<file path="src/rtl/elevator_pkg.sv">
// elevator_pkg: shared types and helpers for the 4-floor elevator controller.
//   state_t      - controller FSM states
//   UP / DOWN    - travel direction encoding
//   NUM_FLOORS   - number of served floors
//   floor_calls  - folds the three pending vectors into one bit per floor
//   above_mask / below_mask / floor_hot - per-floor masks relative to a floor
package elevator_pkg;

  typedef enum logic [1:0] {
    IDLE      = 2'd0,
    MOVE_UP   = 2'd1,
    MOVE_DOWN = 2'd2,
    DOOR_OPEN = 2'd3
  } state_t;

  localparam logic UP   = 1'b0;
  localparam logic DOWN = 1'b1;

  localparam int         NUM_FLOORS   = 4;
  localparam logic [1:0] FLOOR_BOTTOM = 2'd0;

  // up calls exist for floors 0-2 (bit i = floor i),
  // down calls for floors 1-3 (bit i = floor i+1)
  function automatic logic [NUM_FLOORS-1:0] floor_calls(input logic [2:0] up,
                                                        input logic [2:0] down,
                                                        input logic [3:0] car);
    return car | {1'b0, up} | {down, 1'b0};
  endfunction

  function automatic logic [3:0] floor_hot(input logic [1:0] p);
    return 4'b0001 << p;
  endfunction

  function automatic logic [3:0] above_mask(input logic [1:0] p);
    return 4'b1110 << p;
  endfunction

  function automatic logic [3:0] below_mask(input logic [1:0] p);
    return ~(4'b1111 << p);
  endfunction

endpackage

</file>
<file path="src/rtl/request_table.sv">
// request_table: sticky pending-request registers for hall and car calls.
// Ports:
//   clk, reset                 - clock, synchronous active-high reset
//   button_up/down/in          - button pulses (same indexing as pending_*)
//   position, door_open        - car floor and door status
//   clr_valid, clr_floor       - clear requests at clr_floor this edge
//   clr_up, clr_down           - which hall calls at clr_floor to clear
//   pending_up/down/in         - latched requests
//   here, above, below         - any pending request at / above / below position
//   press_here                 - a button for the current floor while the door is open
module request_table
  import elevator_pkg::*;
(
  input  logic       clk,
  input  logic       reset,
  input  logic [2:0] button_up,
  input  logic [2:0] button_down,
  input  logic [3:0] button_in,
  input  logic [1:0] position,
  input  logic       door_open,
  input  logic       clr_valid,
  input  logic [1:0] clr_floor,
  input  logic       clr_up,
  input  logic       clr_down,
  output logic [2:0] pending_up,
  output logic [2:0] pending_down,
  output logic [3:0] pending_in,
  output logic       here,
  output logic       above,
  output logic       below,
  output logic       press_here
);

  logic [3:0] pos_hot;
  logic [3:0] hold_hot;
  logic [3:0] clr_hot;
  logic [2:0] clr_up_hot;
  logic [2:0] clr_down_hot;
  logic [3:0] calls;

  assign pos_hot      = floor_hot(position);
  // presses for the floor the open door is serving are absorbed, not latched
  assign hold_hot     = door_open ? pos_hot : 4'b0000;
  assign clr_hot      = clr_valid ? floor_hot(clr_floor) : 4'b0000;
  assign clr_up_hot   = clr_up   ? clr_hot[2:0] : 3'b000;
  assign clr_down_hot = clr_down ? clr_hot[3:1] : 3'b000;

  assign press_here = |(floor_calls(button_up, button_down, button_in) & hold_hot);

  assign calls = floor_calls(pending_up, pending_down, pending_in);
  assign here  = |(calls & pos_hot);
  assign above = |(calls & above_mask(position));
  assign below = |(calls & below_mask(position));

  // clear is applied after set so the stopping floor's clear wins
  always_ff @(posedge clk) begin
    if (reset) begin
      pending_up   <= '0;
      pending_down <= '0;
      pending_in   <= '0;
    end else begin
      pending_in   <= (pending_in   | (button_in   & ~hold_hot))      & ~clr_hot;
      pending_up   <= (pending_up   | (button_up   & ~hold_hot[2:0])) & ~clr_up_hot;
      pending_down <= (pending_down | (button_down & ~hold_hot[3:1])) & ~clr_down_hot;
    end
  end

endmodule

</file>
<file path="src/rtl/elevator_controller.sv">
// elevator_controller: sequencing FSM for the 4-floor elevator car.
// Parameters: FLOOR_TICKS (cycles per floor), DOOR_TICKS (door dwell cycles).
// Ports:
//   clk, reset                       - clock, synchronous active-high reset
//   button_up/down/in                - hall and car button pulses
//   position                         - current floor 0-3
//   moving_up, moving_down, door_open - registered status, at most one high
//   pending_up/down/in               - latched requests
//
// state     | meaning
// IDLE      | parked, re-evaluating requests every cycle
// MOVE_UP   | travelling up one floor, timer counting
// MOVE_DOWN | travelling down one floor, timer counting
// DOOR_OPEN | door open at position, dwell timer counting
module elevator_controller
  import elevator_pkg::*;
#(
  parameter int FLOOR_TICKS = 4,
  parameter int DOOR_TICKS  = 3
) (
  input  logic       clk,
  input  logic       reset,
  input  logic [2:0] button_up,
  input  logic [2:0] button_down,
  input  logic [3:0] button_in,
  output logic [1:0] position,
  output logic       moving_up,
  output logic       moving_down,
  output logic       door_open,
  output logic [2:0] pending_up,
  output logic [2:0] pending_down,
  output logic [3:0] pending_in
);

  localparam int MAX_TICKS = (FLOOR_TICKS > DOOR_TICKS) ? FLOOR_TICKS : DOOR_TICKS;
  localparam int TW        = (MAX_TICKS > 1) ? $clog2(MAX_TICKS) : 1;
  localparam logic [TW-1:0] FLOOR_LOAD = TW'(FLOOR_TICKS - 1);
  localparam logic [TW-1:0] DOOR_LOAD  = TW'(DOOR_TICKS - 1);

  state_t        state, nxt_state, dec_state;
  logic          dir, dec_dir, door_dir;
  logic [TW-1:0] timer;
  logic          timer_done, decide, travel_step, enter_door, further;
  logic [1:0]    next_floor, door_floor;
  logic [3:0]    calls, up_at, down_at;
  logic          stop_up, stop_down;
  logic          here, above, below, press_here;
  logic          clr_up, clr_down;

  request_table u_requests (
    .clk          (clk),
    .reset        (reset),
    .button_up    (button_up),
    .button_down  (button_down),
    .button_in    (button_in),
    .position     (position),
    .door_open    (door_open),
    .clr_valid    (enter_door),
    .clr_floor    (door_floor),
    .clr_up       (clr_up),
    .clr_down     (clr_down),
    .pending_up   (pending_up),
    .pending_down (pending_down),
    .pending_in   (pending_in),
    .here         (here),
    .above        (above),
    .below        (below),
    .press_here   (press_here)
  );

  assign calls   = floor_calls(pending_up, pending_down, pending_in);
  assign up_at   = {1'b0, pending_up};
  assign down_at = {pending_down, 1'b0};

  // directional-collect decision at the current floor
  always_comb begin
    dec_state = IDLE;
    dec_dir   = dir;
    if (here) begin
      dec_state = DOOR_OPEN;
      // a lone opposite-direction hall call here would never be cleared under
      // the current dir, so turn around and let this door opening answer it
      if (!pending_in[position] &&
          ((dir == UP) ? !up_at[position] : !down_at[position]))
        dec_dir = ~dir;
    end else if (dir == UP) begin
      if (above) begin
        dec_state = MOVE_UP;
      end else if (below) begin
        dec_state = MOVE_DOWN;
        dec_dir   = DOWN;
      end
    end else begin
      if (below) begin
        dec_state = MOVE_DOWN;
      end else if (above) begin
        dec_state = MOVE_UP;
        dec_dir   = UP;
      end
    end
  end

  assign timer_done  = (timer == '0);
  assign travel_step = ((state == MOVE_UP) || (state == MOVE_DOWN)) && timer_done;
  assign decide      = (state == IDLE) ||
                       ((state == DOOR_OPEN) && !press_here && timer_done);
  assign next_floor  = (state == MOVE_DOWN) ? position - 2'd1 : position + 2'd1;

  assign stop_up   = pending_in[next_floor] | up_at[next_floor] |
                     ~|(calls & above_mask(next_floor));
  assign stop_down = pending_in[next_floor] | down_at[next_floor] |
                     ~|(calls & below_mask(next_floor));

  always_comb begin
    nxt_state = state;
    if (decide)
      nxt_state = dec_state;
    else if (travel_step && ((state == MOVE_UP) ? stop_up : stop_down))
      nxt_state = DOOR_OPEN;
  end

  // door entry clears requests at the floor in the same edge it opens
  assign enter_door = (nxt_state == DOOR_OPEN) && (decide || travel_step);
  assign door_floor = travel_step ? next_floor : position;
  assign door_dir   = decide ? dec_dir : dir;
  assign further    = |(calls & ((door_dir == UP) ? above_mask(door_floor)
                                                  : below_mask(door_floor)));
  assign clr_up     = (door_dir == UP)   | ~further;
  assign clr_down   = (door_dir == DOWN) | ~further;

  always_ff @(posedge clk) begin
    if (reset) begin
      state       <= IDLE;
      dir         <= UP;
      timer       <= '0;
      position    <= FLOOR_BOTTOM;
      moving_up   <= 1'b0;
      moving_down <= 1'b0;
      door_open   <= 1'b0;
    end else begin
      state       <= nxt_state;
      moving_up   <= (nxt_state == MOVE_UP);
      moving_down <= (nxt_state == MOVE_DOWN);
      door_open   <= (nxt_state == DOOR_OPEN);
      if (decide)
        dir <= dec_dir;
      if (travel_step)
        position <= next_floor;
      if (decide || travel_step || press_here) begin
        case (nxt_state)
          DOOR_OPEN:         timer <= DOOR_LOAD;
          MOVE_UP, MOVE_DOWN: timer <= FLOOR_LOAD;
          default:           timer <= '0;
        endcase
      end else if (!timer_done) begin
        timer <= timer - TW'(1);
      end
    end
  end

endmodule

</file>
<file path="config.mk">
export PLATFORM = sky130hd
export DESIGN_NAME = elevator_controller
export DESIGN_NICKNAME = d
export VERILOG_FILES = /design/src/rtl/elevator_pkg.sv /design/src/rtl/request_table.sv /design/src/rtl/elevator_controller.sv
export SDC_FILE = /design/constraint.sdc
export NUM_CORES = 1
export LEC_CHECK = 0
export CAP_MARGIN = 20
export CORE_MARGIN = 5
export CORE_UTILIZATION = 30
export DETAILED_ROUTE_END_ITERATION = 6
export GPL_TIMING_DRIVEN = 0
export PLACE_DENSITY_LB_ADDON = 0.2
export SETUP_SLACK_MARGIN = 0.3
export SLEW_MARGIN = 40
export SYNTH_ARGS = -nofsm -noshare
export SYNTH_HDL_FRONTEND = slang
export SYNTH_SLANG_ARGS = --single-unit
</file>
<file path="constraint.sdc">
create_clock -name clk -period 5.5 [get_ports clk]
set_clock_uncertainty 0.2 [all_clocks]
set_input_delay 1.1 -clock clk [delete_from_list [all_inputs] [get_ports clk]]
set_output_delay 1.1 -clock clk [all_outputs]
set_load 0.03 [all_outputs]
</file>
; Word-level counts from Yosys, hierarchy flattened
; Index checks and enable logic that the tools add are counted.
[totals]
regBits = 20
in_bits = 12
out_inout_bits = 15
elab_cells = 134
[op_classes]
addsub = 3
order_cmp = 2
eq_ne = 7
shifts = 8
mux = 40
bitwise_logic = 38
n_reduce_logical = 26
[op_table]
columns = cell, count
row1 = $and 4x4->4, 9
row2 = $reduce_or 4->1, 7
row3 = $shl 4x2->4 const A, 6
row4 = $mux 2, 11
row5 = $not 4->4, 5
row6 = $mux 1, 17
row7 = $and 3x3->3, 4
row8 = $bmux 1 s2, 6
row9 = $mux 4, 3
row10 = $not 3->3, 4
row11 = $or 4x4->4, 3
row12 = $eq 2x2->1 const B, 4
row13 = $or 4x3->4, 2
row14 = $shl 1x2->4 const A, 2
row15 = $logic_and 1x1->1, 6
row16 = $logic_not 1->1, 6
row17 = $lt 2x3->1 const B, 2
row18 = $mux 3, 2
row19 = $or 1x1->1, 6
row20 = $or 3x3->3, 2
row21 = $eq 2x1->1 const B, 2
row22 = $logic_not 2->1, 2
row23 = $logic_or 1x1->1, 4
row24 = $pmux 2 s2, 1
row25 = 5 further kinds, 8

; Longest topological paths before layout
[depth]
depth_word = 18
ltp_mapped = 14
depth_no_buf = 13

; By module
; Synthesis repeated with hierarchy kept, for this count alone.
[unflattened]
cells_unflattened = 186
hier_area_um2 = 1519.0
[by_module_without_submodules]
columns = mod, n_inst, cells_per_inst, area_each_um2, seq_area_each_um2
row1 = elevator_controller, 1, 123, 988.4, 200.2
row2 = request_table, 1, 63, 530.5, 200.2

; Least setup slack after synthesis
; OpenSTA, ideal clock, no wires.
[synth_path]
path_kind = reg2reg
start = reg position[1]
end = reg timer[0]
setup_ns = 0.066
arrival_ns = 3.244
t_required_ns = 5.234
setup_slack_ns = 1.990
stages_incl_launch_ff = 15
path_buffers = 3
period_less_slack_ns = 3.510
path_cell_list = dfxtp_1 buf_6 clkbuf_8 xor2_1 ha_1 clkbuf_1 mux2i_1 o21ai_0 or3_1 a2111oi_2 nor3_1 inv_1 ha_1 mux2_1 nor2_1
[synth_between]
elab_chain_len = 16
elab_cells_between_ends = 58
classes_between = 2 x add/sub / 4 x eq/ne / 5 x shift / 19 x mux / 12 x bitwise / 16 x reduce/logical
[synth_rtl]
columns = item, line_no
row1 = start: declaration, elevator_controller.sv:26  ; output logic [1:0] position,
row2 = start signal: assignment, elevator_controller.sv:148  ; position <= next_floor;
row3 = $add 2x1->2 or $sub 2x1->2 (tied branches), elevator_controller.sv:107  ; assign next_floor = (state == MOVE_DOWN) ? position - 2'd1 : position + 2'd1;
row4 = $mux 2, elevator_controller.sv:107
row5 = $shl 4x2->4, elevator_pkg.sv:39  ; return ~(4'b1111 << p);
row6 = $not 4->4, elevator_pkg.sv:39
row7 = $and 4x4->4, elevator_controller.sv:112  ; ~|(calls & below_mask(next_floor));
row8 = $reduce_or 4->1, elevator_controller.sv:112
row9 = $logic_not 1->1, elevator_controller.sv:112
row10 = $or 1x1->1, elevator_controller.sv:112
row11 = $mux 1, elevator_controller.sv:118  ; else if (travel_step && ((state == MOVE_UP) ? stop_up : stop_down))
row12 = $logic_and 1x1->1, elevator_controller.sv:118
row13 = $mux 2, elevator_controller.sv:118
row14 = $mux 2 (*), elevator_controller.sv:116  ; if (decide)
row15 = named net nxt_state[0], elevator_controller.sv:40  ; state_t state, nxt_state, dec_state;
row16 = $eq 2x1->1 or $eq 2x2->1 (tied branches), elevator_controller.sv:150  ; case (nxt_state)
row17 = $reduce_or 2->1, elevator_controller.sv:150
row18 = $pmux 2 s2 (*), elevator_controller.sv:150
row19 = $mux 2 (*), elevator_controller.sv:149  ; if (decide || travel_step || press_here) begin
row20 = end signal: assignment, elevator_controller.sv:156  ; timer <= timer - TW'(1);
row21 = end: declaration, elevator_controller.sv:42  ; logic [TW-1:0] timer;
; The timed path passes the listed nets; every way through them passes the cells marked *. The select of a mux whose other input is x is not followed.
; A chain may end at the register's enable or synchronous reset.

; Worst setup path in the final report
[layout_path]
start = in button_down[2]
end = reg u_requests.pending_up[1]
[layout_between]
elab_cells_between_ends = 22
classes_between = 1 x eq/ne / 5 x mux / 8 x bitwise / 8 x reduce/logical
[layout_rtl]
columns = item, line_no
row1 = start: declaration, elevator_controller.sv:24  ; input logic [2:0] button_down,
row2 = $or 4x4->4, elevator_pkg.sv:27  ; return car | {1'b0, up} | {down, 1'b0};
row3 = $and 4x4->4, request_table.sv:48  ; assign press_here = |(floor_calls(button_up, button_down, button_in) & hold_hot);
row4 = $reduce_or 4->1, request_table.sv:48
row5 = $logic_not 1->1, elevator_controller.sv:106  ; ((state == DOOR_OPEN) && !press_here && timer_done);
row6 = $logic_and 1x1->1 (2 in series), elevator_controller.sv:106
row7 = $logic_or 1x1->1, elevator_controller.sv:105  ; assign decide = (state == IDLE) ||
row8 = $mux 2, elevator_controller.sv:116
row9 = named net nxt_state[1], elevator_controller.sv:40
row10 = $eq 2x2->1, elevator_controller.sv:123  ; assign enter_door = (nxt_state == DOOR_OPEN) && (decide || travel_step);
row11 = $logic_and 1x1->1, elevator_controller.sv:123
row12 = $mux 4, request_table.sv:44  ; assign clr_hot = clr_valid ? floor_hot(clr_floor) : 4'b0000;
row13 = $mux 3, request_table.sv:45  ; assign clr_up_hot = clr_up ? clr_hot[2:0] : 3'b000;
row14 = $not 3->3, request_table.sv:63  ; pending_up <= (pending_up | (button_up & ~hold_hot[2:0])) & ~clr_up_hot;
row15 = $and 3x3->3, request_table.sv:63
row16 = end signal: assignment, request_table.sv:63
row17 = end: declaration, request_table.sv:25  ; output logic [2:0] pending_up,
; The timed path passes the listed nets, and every way through them passes these cells.

==> run summary <==
The initial detailed-routing violation count is 194. The area of the placeable core was 5470 sq um. The tightest min-delay check is of the flip-flop to flip-flop type. The count of final hold-check violations was 0; the power per standard cell area was 730 nW/um^2. The reg-to-reg critical path endpoint is timer[0]$_SDFFE_PP0P_. Routability-driven placement finished with a final weighted congestion of 0.824. The worst hold path was traced through 2 stages.

TritonCTS built the clock tree. The number of sinks driven by the clock tree was 20. The tools report the startpoint of the worst hold path as u_requests.pending_in[1]$_SDFF_PP0_. The H-tree depth reported by CTS is 1, and the post-CTS clock slew at the launch and capture registers of the worst setup and hold paths is 0.08 ns. The run gives 3.70 mm as the estimated wirelength of the detail-placed design. Die area: 7220 sq um. Max-cap violations in this run came to 0.

STA puts the critical path data required time at 5.43 ns. Summing all multi-input logic gate instances after layout gives 1170 sq um. The share of the core filled with cells in the final layout was 38.3%. The ratio of final minimum period to clock period is 71.7%.

In this run the cell area of the synthesized design comes to 1690 sq um. The tools report the final design instance area without fill as 2100 sq um. The flow ran to the end, and the final reports show no timing, DRC or antenna violations. Across all hold checks on the routed design, the worst slack comes to 0.382 ns.

The filler cells instantiated in the layout total 571. The cell sitting at the root of the clock tree is a sky130_fd_sc_hd__clkbuf_8. The clock passes through at most 2 buffers. The number of antenna-violating nets in the routed design was 0; the max-slew violation total from the final report was 0. Dividing the detail-routed via count by the number of cells gives 5.34. The post-route netlist has 16.6% of its cells at a drive strength greater than 1. The number of antenna violations at the first check in global routing is 0, and the largest net degree at the start of global routing is 13. The tools report the critical path capture point type as a flip-flop.

In this run the vertical extent of the chip is 85.0 microns. Setup violations remaining at the end of the flow were counted as 0. For the clock network latency to the later pin of the worst-skew pair, the log shows 0.26 ns. The number of nets in the synthesized netlist is 211. Along the worst path, the maximum fanout reaches 8.

The count of input and output buffers was 25; the total of flip-flops plus latches after synthesis was 20. The overall global routing resource usage was 13.7%. Transition time at the pin with the least slew margin: 0.586 ns. The buffer and inverter count on the worst path is 1, and the delay of the slowest cell on the worst path is 0.57 ns. The run gives 0.000765 uW as the leakage power. Across the whole layout, storage elements account for 400 sq um. After floorplanning, the core was divided into 27 placement rows.

For this run, the post-layout net count is 241. The worst register-to-register path has a depth of 14. The Yosys step of the flow raised 0 warnings.

Derived from the worst setup path, the maximum achievable clock frequency is 0.254 GHz. For the final routed database, the setup TNS stands at 0 ns. The hold buffer count at cts is 0. For this run, design rule violations remaining after detail routing come to 0. For this run, the leading register cell type out of synthesis is sky130_fd_sc_hd__dfxtp_1.

The effective utilization at floorplan came out at 30.8%. Distinct cell type count after synthesis: 57. For the post-cts sizing count, the log shows 0.

Once placement finished, the instance area stood at 2030 sq um. Maximum vdd drop: 0.344 mV. The count of buffers added by post-CTS timing repair for setup came out at 0. The average detailed-routed wire length per instance is 16.5 microns, and the post-synthesis cell count is 188.

For the worst setup path, the data arrival time is 3.87 ns. For this design, the slowest cell found on the critical path is sky130_fd_sc_hd__o31ai_4. The tools report the startpoint of the worst-slack reg-to-reg timing path as state[0]$_SDFF_PP0_. The tools report the startpoint kind of the worst setup timing path as an input pin.

The first global-routing pass estimated 8.07 mm of wire. In this run the horizontal extent of the chip is 85.0 microns. The path with the worst hold slack has its endpoint at u_requests.pending_in[1]$_SDFF_PP0_.

The worst reg-to-reg setup slack came out at 1.69 ns. The routed layout has 1,542 vias. The number of enable-type register cells in the synthesized netlist is 0, and the number of global-route vias before repair is 1,518. The number of inserted diodes came out at 0. The fraction of synthesis flops using an asynchronous set or reset pin came out at 0%.

Among cell families on the critical path, the largest total delay comes from compound AO/OA/AOI/OAI gates. The total overflow left after global routing is 0. For the number of clock buffers inserted by TritonCTS, the log shows 3. The post-synthesis average cell area was 8.97 sq um; the share of synthesized area occupied by flip-flops and latches was 23.7%. The routed wire length is 4.76 mm. Relative to the synthesized area, the layout overhead comes to 24.4%. Traced cell by cell, the critical path runs through clkdlybuf4s50_1, o2111ai_1, o221ai_4, o31ai_4, a2111oi_2, nor3_1, ha_1, nand2_1, nor2_1, a211oi_2. Clock period minus final worst setup slack: 3.94 ns. Setup repair after global routing left no endpoint under its margin. Headroom to the max-slew limit came out at 60.7%. The setup path with the least slack is of type input pin to flip-flop. 27 I/O pins were placed. For the first-pass iteration count of the detailed router, the log shows 4.
-- worst max path at each step --
stage                           startpoint                               endpoint  slack (ns)  cells past startpoint
global placement            button_down[2]    u_requests.pending_up[2]$_SDFF_PP0_        1.30                     10
CTS                         button_down[2]    u_requests.pending_up[2]$_SDFF_PP0_        1.57                     10
detailed placement          button_down[2]  u_requests.pending_down[1]$_SDFF_PP0_        1.30                      9
floorplan           position[1]$_SDFF_PP0_                  timer[0]$_SDFFE_PP0P_        1.99                     14
finish                      button_down[2]    u_requests.pending_up[1]$_SDFF_PP0_        1.56                     10
global route                  button_up[1]    u_requests.pending_up[1]$_SDFF_PP0_        1.38                     10
-- placed cells by master (no fill, tap or decap), types with 4 or more instances in the layout --
master	count
sky130_fd_sc_hd__nor2_1	25
sky130_fd_sc_hd__clkbuf_8	4
sky130_fd_sc_hd__buf_6	4
sky130_fd_sc_hd__inv_1	10
sky130_fd_sc_hd__clkdlybuf4s50_1	25
sky130_fd_sc_hd__nor2b_1	5
sky130_fd_sc_hd__ha_1	11
sky130_fd_sc_hd__a21oi_1	18
sky130_fd_sc_hd__dfxtp_1	20
sky130_fd_sc_hd__nand3_1	4
sky130_fd_sc_hd__nand2_1	7
sky130_fd_sc_hd__nor3_1	13
-- per-stage QoR --
stage | total power [uW] | cells | worst slack [ns]
floorplan | 1100 | 188 | 1.99
finish | 1530 | 289 | 1.56
CTS | 1530 | 289 | 1.57
detailed placement | 1380 | 285 | 1.30
global placement | 1380 | 285 | 1.30
global route | 1670 | 289 | 1.38
-- state kept, by name (all words and copies together) (netlist names) --
name / flops
u_requests.pending_in: 4
position: 2
u_requests.pending_up: 3
state: 2
moving_up: 1
u_requests.pending_down: 3
door_open: 1
moving_down: 1
timer: 2
dir: 1
-- layer usage --
layer,global-route usage (%),up-vias,share of wire (%)
li1,-,768,-
met1,19.7,727,50
met2,21.3,41,45
met3,1.36,6,3.5
met4,4.89,0,1.6
met5,0,-,0
-- report_power, final --
group	total, uW	internal, uW	switching [uW]	leakage [uW]
combinational	1110	452	662	0.000563
clock	149	97.1	51.6	0.0000357
sequential	268	198	70.4	0.000166
-- final cells by class --
cell class | count | area share, %
flip-flops and latches | 20 | 19.1
clock inverters | 1 | 1.43
multi-input cells | 149 | 55.8
plain buffers | 8 | 3.34
inverters | 11 | 2.21
clock buffers | 3 | 1.97
repair buffers | 25 | 11.9
well taps | 72 | 4.29
-- worst min-delay path, cell delays in order, from the launching register on --
cell and delay (ns):
sky130_fd_sc_hd__dfxtp_1 0.37, sky130_fd_sc_hd__a21oi_1 0.13, sky130_fd_sc_hd__nor3_1 0.05
-- synthesized netlist by cell type (all sizes together), types with 2 or more instances --
cell     instances  area (sq um)
xor2             2          17.5
a2111oi          2          30.0
or3b             2          20.0
o31a             3          27.5
nand3            4          20.0
o221ai           3          43.8
buf              4          45.0
clkbuf           4          25.0
nand3b           4          33.8
a21oi           21           116
a21o             2          16.3
inv             11          46.3
nor2b            5          31.3
mux4             3          71.3
nor4             3          25.0
mux2             3          33.8
o2111ai          2          35.0
a211oi           5          47.5
or3              3          23.8
mux2i            2          20.0
or2              3          18.8
dfxtp           20           400
nor3            14          75.1
a221oi           2          41.3
ha              11           138
nand2            7          26.3
o22ai            2          12.5
o31ai            3          36.3
o21ai            4          31.3
nor2            26           105
-- cells by family (layout without fill, tap and decap cells) --
kind of cell    after synthesis  count (layout)  share of synthesized area, %
buf+inv                      19              48                          6.90
mux                           8               8                          7.42
xor+xnor                      2               2                          1.04
simple gates                 72              72                          22.8
compound gates               56              56                          29.9
fa+ha+maj                    11              11                          8.16
flops                        20              20                          23.7
(Power assumes the default switching activity.)
